[config.mk]
export PLATFORM = sky130hd
export DESIGN_NAME = video_mode_ctrl_flat
export DESIGN_NICKNAME = d
export VERILOG_FILES = /design/src/rtl/video_mode_ctrl_if.sv /design/src/rtl/video_mode_ctrl.sv /design/src/flat_wrapper.sv
export SDC_FILE = /design/constraint.sdc
export NUM_CORES = 1
export LEC_CHECK = 0
export BUFFER_PORTS_ARGS = -buffer_cell sky130_fd_sc_hd__buf_2
export CORE_UTILIZATION = 45
export CTS_BUF_LIST = sky130_fd_sc_hd__clkbuf_8
export CTS_CLUSTER_DIAMETER = 80
export CTS_CLUSTER_SIZE = 14
export DETAILED_ROUTE_END_ITERATION = 8
export PLACE_DENSITY_LB_ADDON = 0.2
export SETUP_SLACK_MARGIN = 0.1
export SYNTH_ARGS = -nofsm -noshare
export SYNTH_HDL_FRONTEND = slang
export SYNTH_SLANG_ARGS = --single-unit
export TNS_END_PERCENT = 50
[constraint.sdc]
create_clock -name clk_sys -period 2.3 [get_ports clk_sys]
set_input_delay 0.115 -clock clk_sys [delete_from_list [all_inputs] [get_ports clk_sys]]
set_output_delay 0.115 -clock clk_sys [all_outputs]
set_load 0.05 [all_outputs]
[src/rtl/video_mode_ctrl_if.sv]
// Hot-key, button and vsync inputs plus mode/reset outputs of video_mode_ctrl.
// slave = the controller side, master = the source/consumer side.
interface video_mode_ctrl_if;
   logic       scan_toggle_i;
   logic       sd_toggle_i;
   logic       rst_req_i;
   logic       btn_scan_n_i;
   logic       vsync_i;
   logic [1:0] scanlines_o;
   logic       scandoubler_disable_o;
   logic       core_reset_o;
   logic       video_blank_o;
   logic       busy_o;

   modport slave (
      input  scan_toggle_i, sd_toggle_i, rst_req_i, btn_scan_n_i, vsync_i,
      output scanlines_o, scandoubler_disable_o, core_reset_o, video_blank_o, busy_o
   );

   modport master (
      output scan_toggle_i, sd_toggle_i, rst_req_i, btn_scan_n_i, vsync_i,
      input  scanlines_o, scandoubler_disable_o, core_reset_o, video_blank_o, busy_o
   );
endinterface

[src/rtl/video_mode_ctrl.sv]
// Video mode / core reset sequencer: scanline level, scandoubler bypass with frame blanking,
// fixed-length core reset. Define MODE_VSYNC_ALIGN_EN to align the scandoubler toggle to vsync.
module video_mode_ctrl #(
   parameter int RESET_CYCLES  = 1024,
   parameter int BLANK_FRAMES  = 4,
   parameter int DEBOUNCE_BITS = 10
) (
   input  logic             clk_sys,
   input  logic             reset,
   video_mode_ctrl_if.slave bus
);

   localparam int RST_W = $clog2(RESET_CYCLES + 1);
   localparam int FRM_W = $clog2(BLANK_FRAMES + 1);
   localparam logic [RST_W-1:0] RST_LAST = RST_W'(RESET_CYCLES - 1);
   localparam logic [FRM_W-1:0] FRM_LAST = FRM_W'(BLANK_FRAMES - 1);

   typedef enum logic [1:0] {
      ST_RST   = 2'd0,
      ST_IDLE  = 2'd1,
      ST_BLANK = 2'd2
`ifdef MODE_VSYNC_ALIGN_EN
      , ST_PEND = 2'd3
`endif
   } state_t;

   logic scan_lvl_q, scan_lvl_d, sd_lvl_q, sd_lvl_d;
   logic rreq_lvl_q, rreq_lvl_d, vs_lvl_q, vs_lvl_d;
   logic btn_meta_q, btn_meta_d, btn_sync_q, btn_sync_d;
   logic btn_db_q, btn_db_d, btn_db_prev_q, btn_db_prev_d;
   logic [DEBOUNCE_BITS-1:0] db_cnt_q, db_cnt_d;

   state_t           state_q, state_d;
   logic [RST_W-1:0] rst_cnt_q, rst_cnt_d;
   logic [FRM_W-1:0] frm_cnt_q, frm_cnt_d;
   logic [1:0]       scanlines_q, scanlines_d;
   logic             sd_dis_q, sd_dis_d;
   logic             core_reset_q, core_reset_d;
   logic             blank_q, blank_d;
   logic             busy_q, busy_d;

   logic scan_ev, sd_ev, rst_ev, vs_ev, btn_ev;

   always_comb begin
      scan_ev = bus.scan_toggle_i & ~scan_lvl_q;
      sd_ev   = bus.sd_toggle_i   & ~sd_lvl_q;
      rst_ev  = bus.rst_req_i     & ~rreq_lvl_q;
      vs_ev   = bus.vsync_i       & ~vs_lvl_q;
      btn_ev  = btn_db_prev_q     & ~btn_db_q;

      scan_lvl_d = bus.scan_toggle_i;
      sd_lvl_d   = bus.sd_toggle_i;
      rreq_lvl_d = bus.rst_req_i;
      vs_lvl_d   = bus.vsync_i;
   end

   // The debounced level only moves after the synchronised input has disagreed with it
   // for 2^DEBOUNCE_BITS consecutive cycles; any agreeing sample restarts the count.
   always_comb begin
      btn_meta_d    = bus.btn_scan_n_i;
      btn_sync_d    = btn_meta_q;
      btn_db_prev_d = btn_db_q;
      btn_db_d      = btn_db_q;
      db_cnt_d      = '0;
      if (btn_sync_q != btn_db_q) begin
         if (db_cnt_q == '1) btn_db_d = btn_sync_q;
         else                db_cnt_d = db_cnt_q + 1'b1;
      end
   end

   always_comb begin
      // NOTE: every signal gets its default first so no path can leave it unassigned (no latch).
      state_d     = state_q;
      rst_cnt_d   = rst_cnt_q;
      frm_cnt_d   = frm_cnt_q;
      scanlines_d = scanlines_q;
      sd_dis_d    = sd_dis_q;

      if ((scan_ev | btn_ev) && state_q != ST_RST) scanlines_d = scanlines_q + 2'd1;

      if (rst_ev) begin
         state_d   = ST_RST;
         rst_cnt_d = '0;
      end else begin
         case (state_q)
            ST_RST: begin
               if (rst_cnt_q == RST_LAST) begin
                  state_d   = ST_IDLE;
                  rst_cnt_d = '0;
               end else begin
                  rst_cnt_d = rst_cnt_q + 1'b1;
               end
            end
            ST_IDLE: begin
               if (sd_ev) begin
`ifdef MODE_VSYNC_ALIGN_EN
                  state_d   = ST_PEND;
`else
                  sd_dis_d  = ~sd_dis_q;
                  state_d   = ST_BLANK;
                  frm_cnt_d = '0;
`endif
               end
            end
`ifdef MODE_VSYNC_ALIGN_EN
            ST_PEND: begin
               if (vs_ev) begin
                  sd_dis_d  = ~sd_dis_q;
                  state_d   = ST_BLANK;
                  frm_cnt_d = '0;
               end
            end
`endif
            ST_BLANK: begin
               if (vs_ev) begin
                  if (frm_cnt_q == FRM_LAST) begin
                     state_d   = ST_IDLE;
                     frm_cnt_d = '0;
                  end else begin
                     frm_cnt_d = frm_cnt_q + 1'b1;
                  end
               end
            end
            default: begin
               state_d   = ST_RST;
               rst_cnt_d = '0;
            end
         endcase
      end

      // Status outputs are registered copies of the next state, so they move with it.
      core_reset_d = (state_d == ST_RST);
      blank_d      = (state_d == ST_BLANK);
      busy_d       = (state_d != ST_IDLE);
   end

   // NOTE: all state uses non-blocking assignments so every flop samples pre-edge values.
   always_ff @(posedge clk_sys) begin
      if (reset) begin
         scan_lvl_q    <= 1'b0;
         sd_lvl_q      <= 1'b0;
         rreq_lvl_q    <= 1'b0;
         vs_lvl_q      <= 1'b0;
         btn_meta_q    <= 1'b1;
         btn_sync_q    <= 1'b1;
         btn_db_q      <= 1'b1;
         btn_db_prev_q <= 1'b1;
         db_cnt_q      <= '0;
         state_q       <= ST_RST;
         rst_cnt_q     <= '0;
         frm_cnt_q     <= '0;
         scanlines_q   <= 2'd0;
         sd_dis_q      <= 1'b0;
         core_reset_q  <= 1'b1;
         blank_q       <= 1'b0;
         busy_q        <= 1'b1;
      end else begin
         scan_lvl_q    <= scan_lvl_d;
         sd_lvl_q      <= sd_lvl_d;
         rreq_lvl_q    <= rreq_lvl_d;
         vs_lvl_q      <= vs_lvl_d;
         btn_meta_q    <= btn_meta_d;
         btn_sync_q    <= btn_sync_d;
         btn_db_q      <= btn_db_d;
         btn_db_prev_q <= btn_db_prev_d;
         db_cnt_q      <= db_cnt_d;
         state_q       <= state_d;
         rst_cnt_q     <= rst_cnt_d;
         frm_cnt_q     <= frm_cnt_d;
         scanlines_q   <= scanlines_d;
         sd_dis_q      <= sd_dis_d;
         core_reset_q  <= core_reset_d;
         blank_q       <= blank_d;
         busy_q        <= busy_d;
      end
   end

   assign bus.scanlines_o           = scanlines_q;
   assign bus.scandoubler_disable_o = sd_dis_q;
   assign bus.core_reset_o          = core_reset_q;
   assign bus.video_blank_o         = blank_q;
   assign bus.busy_o                = busy_q;

endmodule

[src/flat_wrapper.sv]
// flat-port wrapper written by rule: the top's interface ports become plain ports
module video_mode_ctrl_flat 
#(
   parameter int RESET_CYCLES  = 1024,
   parameter int BLANK_FRAMES  = 4,
   parameter int DEBOUNCE_BITS = 10
)
  (clk_sys, reset, bus_scan_toggle_i, bus_sd_toggle_i, bus_rst_req_i, bus_btn_scan_n_i, bus_vsync_i, bus_scanlines_o, bus_scandoubler_disable_o, bus_core_reset_o, bus_video_blank_o, bus_busy_o);
  video_mode_ctrl_if bus_i ();
  input  logic clk_sys;
  input  logic reset;
  input wire logic [$bits(bus_i.scan_toggle_i)-1:0] bus_scan_toggle_i;
  input wire logic [$bits(bus_i.sd_toggle_i)-1:0] bus_sd_toggle_i;
  input wire logic [$bits(bus_i.rst_req_i)-1:0] bus_rst_req_i;
  input wire logic [$bits(bus_i.btn_scan_n_i)-1:0] bus_btn_scan_n_i;
  input wire logic [$bits(bus_i.vsync_i)-1:0] bus_vsync_i;
  output wire logic [$bits(bus_i.scanlines_o)-1:0] bus_scanlines_o;
  output wire logic [$bits(bus_i.scandoubler_disable_o)-1:0] bus_scandoubler_disable_o;
  output wire logic [$bits(bus_i.core_reset_o)-1:0] bus_core_reset_o;
  output wire logic [$bits(bus_i.video_blank_o)-1:0] bus_video_blank_o;
  output wire logic [$bits(bus_i.busy_o)-1:0] bus_busy_o;
  assign bus_i.scan_toggle_i = bus_scan_toggle_i;
  assign bus_i.sd_toggle_i = bus_sd_toggle_i;
  assign bus_i.rst_req_i = bus_rst_req_i;
  assign bus_i.btn_scan_n_i = bus_btn_scan_n_i;
  assign bus_i.vsync_i = bus_vsync_i;
  assign bus_scanlines_o = bus_i.scanlines_o;
  assign bus_scandoubler_disable_o = bus_i.scandoubler_disable_o;
  assign bus_core_reset_o = bus_i.core_reset_o;
  assign bus_video_blank_o = bus_i.video_blank_o;
  assign bus_busy_o = bus_i.busy_o;
  video_mode_ctrl #(.RESET_CYCLES(RESET_CYCLES), .BLANK_FRAMES(BLANK_FRAMES), .DEBOUNCE_BITS(DEBOUNCE_BITS)) u_core (.clk_sys(clk_sys), .reset(reset), .bus(bus_i));
endmodule
# --- Word-level counts from Yosys, hierarchy flattened ---
# Index checks and enable logic that the tools add are counted.
op_classes:
  eq_ne: 10
  muxes: 12
  n_bitwise: 14
  reduce_logical: 11
  n_addsub: 4
ops:
  columns: ["cell", "count"]
  rows:
  - ["$pmux 11 s2", 1]
  - ["$add 11x1->11 const B", 1]
  - ["$eq 11x10->1 const B", 1]
  - ["$mux 11", 1]
  - ["$add 10x1->10 const B", 1]
  - ["$eq 10x10->1 const B", 1]
  - ["$mux 2", 5]
  - ["$mux 3", 3]
  - ["$not 1->1", 8]
  - ["$ne 2x1->1 const B", 3]
  - ["$pmux 2 s3", 1]
  - ["$pmux 3 s2", 1]
  - ["$and 1x1->1", 5]
  - ["$eq 2x2->1 const B", 2]
  - ["$logic_not 2->1", 2]
  - ["$reduce_and 4->1", 1]
  - ["$reduce_bool 2->1", 2]
  - ["$reduce_or 2->1", 2]
  - ["$add 3x1->3 const B", 1]
  - ["$eq 3x2->1 const B", 1]
  - ["$reduce_and 3->1", 1]
  - ["$reduce_or 3->1", 1]
  - ["$add 2x1->2 const B", 1]
  - ["$eq 2x1->1 const B", 1]
  - ["4 further kinds", 4]
word_totals:
  word_cells: 68
  out_inout_bits: 6
  reg_bits: 40
  input_bits: 7

# --- Depth between registers and ports, before layout ---
logic_depth:
  word_depth: 6
  depth_mapped: 7
  depth_no_buf: 6

# --- Least setup slack after synthesis ---
# OpenSTA, ideal clock, no wires.
synth_path:
  path_kind: "flip-flop to flip-flop"
  from: "register u_core.state_q[1]"
  to: "register u_core.frm_cnt_q[1]"
  period_less_slack_ps: 1827
  arrival_ps: 1756
  t_required_ps: 2230
  path_stages_with_launch: 8
  n_path_buf: 1
  slack_ps: 473
  setup_ps: 70
  path_cell_list: "dfxtp_1 -> inv_1 -> ha_1 -> buf_4 -> inv_2 -> a211o_1 -> or4b_1 -> a21oi_1"
synth_via:
  elab_chain_cells: 3
  elab_cells_between_ends: 7
  cone_classes: "4 x eq/ne; 1 x mux; 2 x reduce/logical"
synth_lines:
  columns: ["element", "line", "text"]
  rows:
  - ["start, declared", "video_mode_ctrl.sv:33", "state_t state_q, state_d;"]
  - ["start signal, assigned", "video_mode_ctrl.sv:167", "state_q <= state_d;"]
  - ["$eq 2x2->1 or $eq 2x1->1 (tied branches)", "video_mode_ctrl.sv:85", "case (state_q)"]
  - ["$ne 2x1->1 (no source line) or $reduce_bool 2->1 (tied branches)", null, null]
  - ["$reduce_and 4->1 (no source line)", null, null]
  - ["end signal, assigned", "video_mode_ctrl.sv:169", "frm_cnt_q <= frm_cnt_d;"]
  - ["end, declared", "video_mode_ctrl.sv:35", "logic [FRM_W-1:0] frm_cnt_q, frm_cnt_d;"]
# Several ways; a longest one is shown, not always the timed one.
# A chain may end at the register's enable or synchronous reset.

# --- Worst setup path after layout ---
# Same ends and word-level chain as after synthesis.

==> reports/summary.log <==
[layout] Inserted Diodes 0
[timing] total count of max-transition violations in the final report 0
[synthesis] post-synth design cell area 1780 sq um
[clock_tree] clock slew at reported path FFs 0.07 ns
[placed_design] placed cells 250
[detailed_routing] detailed router's first-iteration violation count 35
[power_and_ir_drop] reported net switching power 256 uW
[global_routing] pin count of the biggest net entering global routing 22
[setup_path] Critical Path Source Type flop
[timing] worst-margin pin slew 0.547 ns
[synthesis] cell taking the most area after synthesis sky130_fd_sc_hd__dfxtp_1
[global_routing] initial antenna violation count 0
[detailed_routing] post-detailed-route DRC marker count 0
[global_routing] overall overflow remaining after global route 0
[clock_tree] Resize count post-CTS 0
[power_and_ir_drop] combinational share of power 3.4%
[layout] nets@finish 224
[worst_hold_path] min-delay worst type in2reg
[synthesis] simple-gate share of the synthesized area 26.9%
[die] number of placement rows 22
[synthesis] instance count of the mapped netlist 196
[timing] slack of the critical path 0.267 ns
[layout] non-filler instance count after layout 259
[setup_path] crit path capture type flop
[power_and_ir_drop] clock share of power 38.5%
[die] x dimension of the die 65.0 microns
[setup_path] worst endpoint required time 2.52 ns
[placed_design] Detailed Place HPWL 2340 microns
[worst_hold_path] Hold EP u_core.scan_lvl_q
[synthesis] sequential cell area fraction in the yosys report 44.9%
[global_routing] global-route wire length before repair 5730 microns
[die] starting density of the core 47.7%
[clock_tree] number of sinks handled by clock tree synthesis 40
[synthesis] top area cells in the synthesized netlist sky130_fd_sc_hd__dfxtp_1 (45%), sky130_fd_sc_hd__ha_1 (4.9%), sky130_fd_sc_hd__xor2_1 (4.9%)
[synthesis] Net Count, Synth 210
[global_routing] GRT Overall Usage 17.7%
[die] vertical extent of the die 65.0 microns
[layout] share of final-layout standard cells stronger than drive strength 1 13.7%
[synthesis] synthesized area divided by synthesized cell count 9.10 sq um
[layout] Synth-to-Final Area Change 10.7%
[setup_path] largest fanout of any net on the critical path 8
[synthesis] share of flip-flops with an asynchronous set or reset after synthesis 0%
[synthesis] number of warnings printed during yosys synthesis 0
[worst_hold_path] depth of the worst hold-timing path 2
[timing] clock period minus final worst setup slack 2.03 ns
[detailed_routing] iteration count of the initial detailed-routing pass 4
[synthesis] compound-gate portion of the synthesized area 11.2%
[clock_tree] buffer cell driving the clock tree root sky130_fd_sc_hd__clkbuf_8
[timing] Hold Violations, Final 0
[synthesis] cell with the most instances after synthesis sky130_fd_sc_hd__dfxtp_1
[synthesis] area share of xor/xnor cells in the synthesized design 8.84%
[synthesis] number of flops mapped to enable cells by yosys 0
[power_and_ir_drop] worst IR drop on VDD 0.000412 V
[clock_tree] Worst-Skew Late Latency 0.28 ns
[power_and_ir_drop] share of power burned in registers 58.1%
[timing] worst hold margin 0.0599 ns
[run] max-capacitance violation count 0
[placed_design] Worst Setup Slack post-DPL 0.301 ns
[detailed_routing] vias after detailed routing 1318
[placed_design] number of input and output port buffers inserted 12
[clock_tree] TritonCTS clock tree done
[timing] RSZ-0062 raised after global routing no
[synthesis] top post-synthesis cells by count sky130_fd_sc_hd__dfxtp_1 (40), sky130_fd_sc_hd__nor2_1 (23), sky130_fd_sc_hd__nand2_1 (13), sky130_fd_sc_hd__xor2_1 (10)
[setup_path] type of the worst setup path reg2reg
[timing] clock skew after layout 0.00505 ns
[run_status] status finished, final reports clean
[synthesis] dominant combinational cell family by area after synthesis simple AND/OR/NAND/NOR gates
[detailed_routing] total length of routed wires 3120 microns
[synthesis] top cell type's share of synthesized area 44.9%
[die] core area 3740 sq um
[clock_tree] H-tree depth 2
[setup_path] startpoint of the lowest-slack register-to-register path u_core.state_q[1]
[synthesis] Distinct cells, synth 42
[timing] remaining max-slew budget at the tightest pin 63.2%
[detailed_routing] vias per std cell 5.09
[power_and_ir_drop] Switching Share 21.1%
[die] Die Area 4220 sq um
[setup_path] depth of the most critical reg-to-reg path 6
[setup_path] arrival time of the worst setup path 2.25 ns
[setup_path] critical register-to-register path endpoint u_core.frm_cnt_q[1]
[worst_hold_path] hold_sp bus_scan_toggle_i
[timing] share of the cycle needed by the critical path after routing 88.4%
[timing] number of endpoints failing setup at the final stage 0
[clock_tree] Inserted Clock Buffers 5
[power_and_ir_drop] static power due to leakage 0.725 nW
[setup_path] setup slack, reg-to-reg 0.27 ns
[die] IO Count 13
[placed_design] final RePlAce weighted congestion 0.851
[power_and_ir_drop] ratio of total power to cell area 615 nW/um^2
[power_and_ir_drop] design internal power 959 uW
[synthesis] post-synthesis register bit count 40
[detailed_routing] final routed wire length divided by cell count 12.0 microns
[detailed_routing] number of nets with antenna violations after detailed routing 0
[global_routing] number of global-route vias before repair 1346
[timing] maximum operating frequency 492 MHz
[synthesis] most frequently used flop master after synthesis sky130_fd_sc_hd__dfxtp_1
[synthesis] mux share of post-synthesis cell area 0%
[timing] setup total negative slack 0 ns
[clock_tree] clock tree buffer depth 2
[synthesis] arithmetic-cell share of the synthesized area counting full adders, half adders and majority gates 4.91%
-- per-layer routing --
| metal | vias up | part of all wire [%] | global-route usage, % |
|---|---|---|---|
| li1 | 698 | - | - |
| met1 | 607 | 48 | 20.8 |
| met2 | 8 | 49 | 31.0 |
| met3 | 5 | 1.7 | 3.70 |
| met4 | 0 | 1.3 | 7.50 |
| met5 | - | 0 | 0 |
-- power by group through the flow --
stage	registers (mW)	logic (mW)	clock network, mW
global placement	0.722	0.0385	0
floorplan	0.721	0.0279	0
CTS	0.706	0.0418	0.483
global route	0.708	0.0466	0.517
finish	0.706	0.0413	0.467
detailed placement	0.722	0.0400	0
-- kinds of logic (layout without fill, tap and decap cells) --
family                   count (synthesis)  count (layout)
AO/OA/AOI/OAI                           30              30
XOR/XNOR                                18              18
adder cells (fa/ha/maj)                  7               7
buffers and inverters                   13              28
flip-flops                              40              40
AND/OR/NAND/NOR                         88              88
-- worst max-delay path: stages, from the launching register on --
cell	delay (ns)
sky130_fd_sc_hd__dfxtp_1	0.41
sky130_fd_sc_hd__inv_1	0.11
sky130_fd_sc_hd__ha_1	0.43
sky130_fd_sc_hd__inv_2	0.09
sky130_fd_sc_hd__a211o_1	0.28
sky130_fd_sc_hd__or4b_1	0.51
sky130_fd_sc_hd__a21oi_1	0.15
-- cell usage in the layout, fill, tap and decap left out, drive strengths merged, types with 2 or more instances in the layout --
cell type / n
nand2b: 5
nor3: 3
a211o: 2
and3b: 3
nor4: 2
or2: 6
nand3: 7
o21ai: 5
o211ai: 2
nor2b: 9
ha: 7
or3: 2
nor2: 23
nand2: 13
buf: 12
xor2: 10
clkinv: 2
a21oi: 8
and2: 3
dfxtp: 40
nand3b: 2
xnor2: 8
nand4: 4
inv: 7
a211oi: 5
clkbuf: 6
-- layout make-up --
class,instances,area [sq um]
fillers,369,1770
multi-input cells,143,926
flip-flops and latches,40,801
clock buffers,6,82.6
repair buffers,13,70.1
well taps,48,60.1
inverters,7,26.3
clock inverters,2,10.0
-- sequential cells by signal, indices dropped and copies added, names as in the netlist, 2 cells and up --
register,count
u_core.rst_cnt_q,11
u_core.db_cnt_q,10
u_core.frm_cnt_q,3
u_core.bus.scanlines_o,2
u_core.state_q,2
-- timing repair --
| action | CTS | global route |
|---|---|---|
| hold buffers | 1 | 0 |
| setup buffers | 0 | 0 |
| setup endpoints to repair | 0 | 0 |
| hold endpoints to repair | 1 | 0 |
-- worst max path at each step --
stage,end,slack (ns),from,cells past startpoint
floorplan,u_core.frm_cnt_q[1],0.47,u_core.state_q[1],7
finish,u_core.frm_cnt_q[1],0.27,u_core.state_q[1],6
CTS,u_core.frm_cnt_q[1],0.27,u_core.state_q[1],6
global placement,u_core.frm_cnt_q[1],0.38,u_core.state_q[1],6
global route,u_core.frm_cnt_q[1],0.16,u_core.state_q[1],6
detailed placement,u_core.frm_cnt_q[1],0.30,u_core.state_q[1],6
-- stage by stage --
stage / cell area (sq um) / total power [mW] / util [%]
2_1_floorplan: 1780 / 0.749 / -
3_3_place_gp: 1870 / 0.760 / 50.0
3_5_place_dp: 1870 / 0.762 / 50.0
4_1_cts: 1980 / 1.23 / 52.8
5_1_grt: 1980 / 1.27 / 52.8
6_report: 1980 / 1.21 / 52.8
No activity file was read; power rests on OpenSTA's default activity.
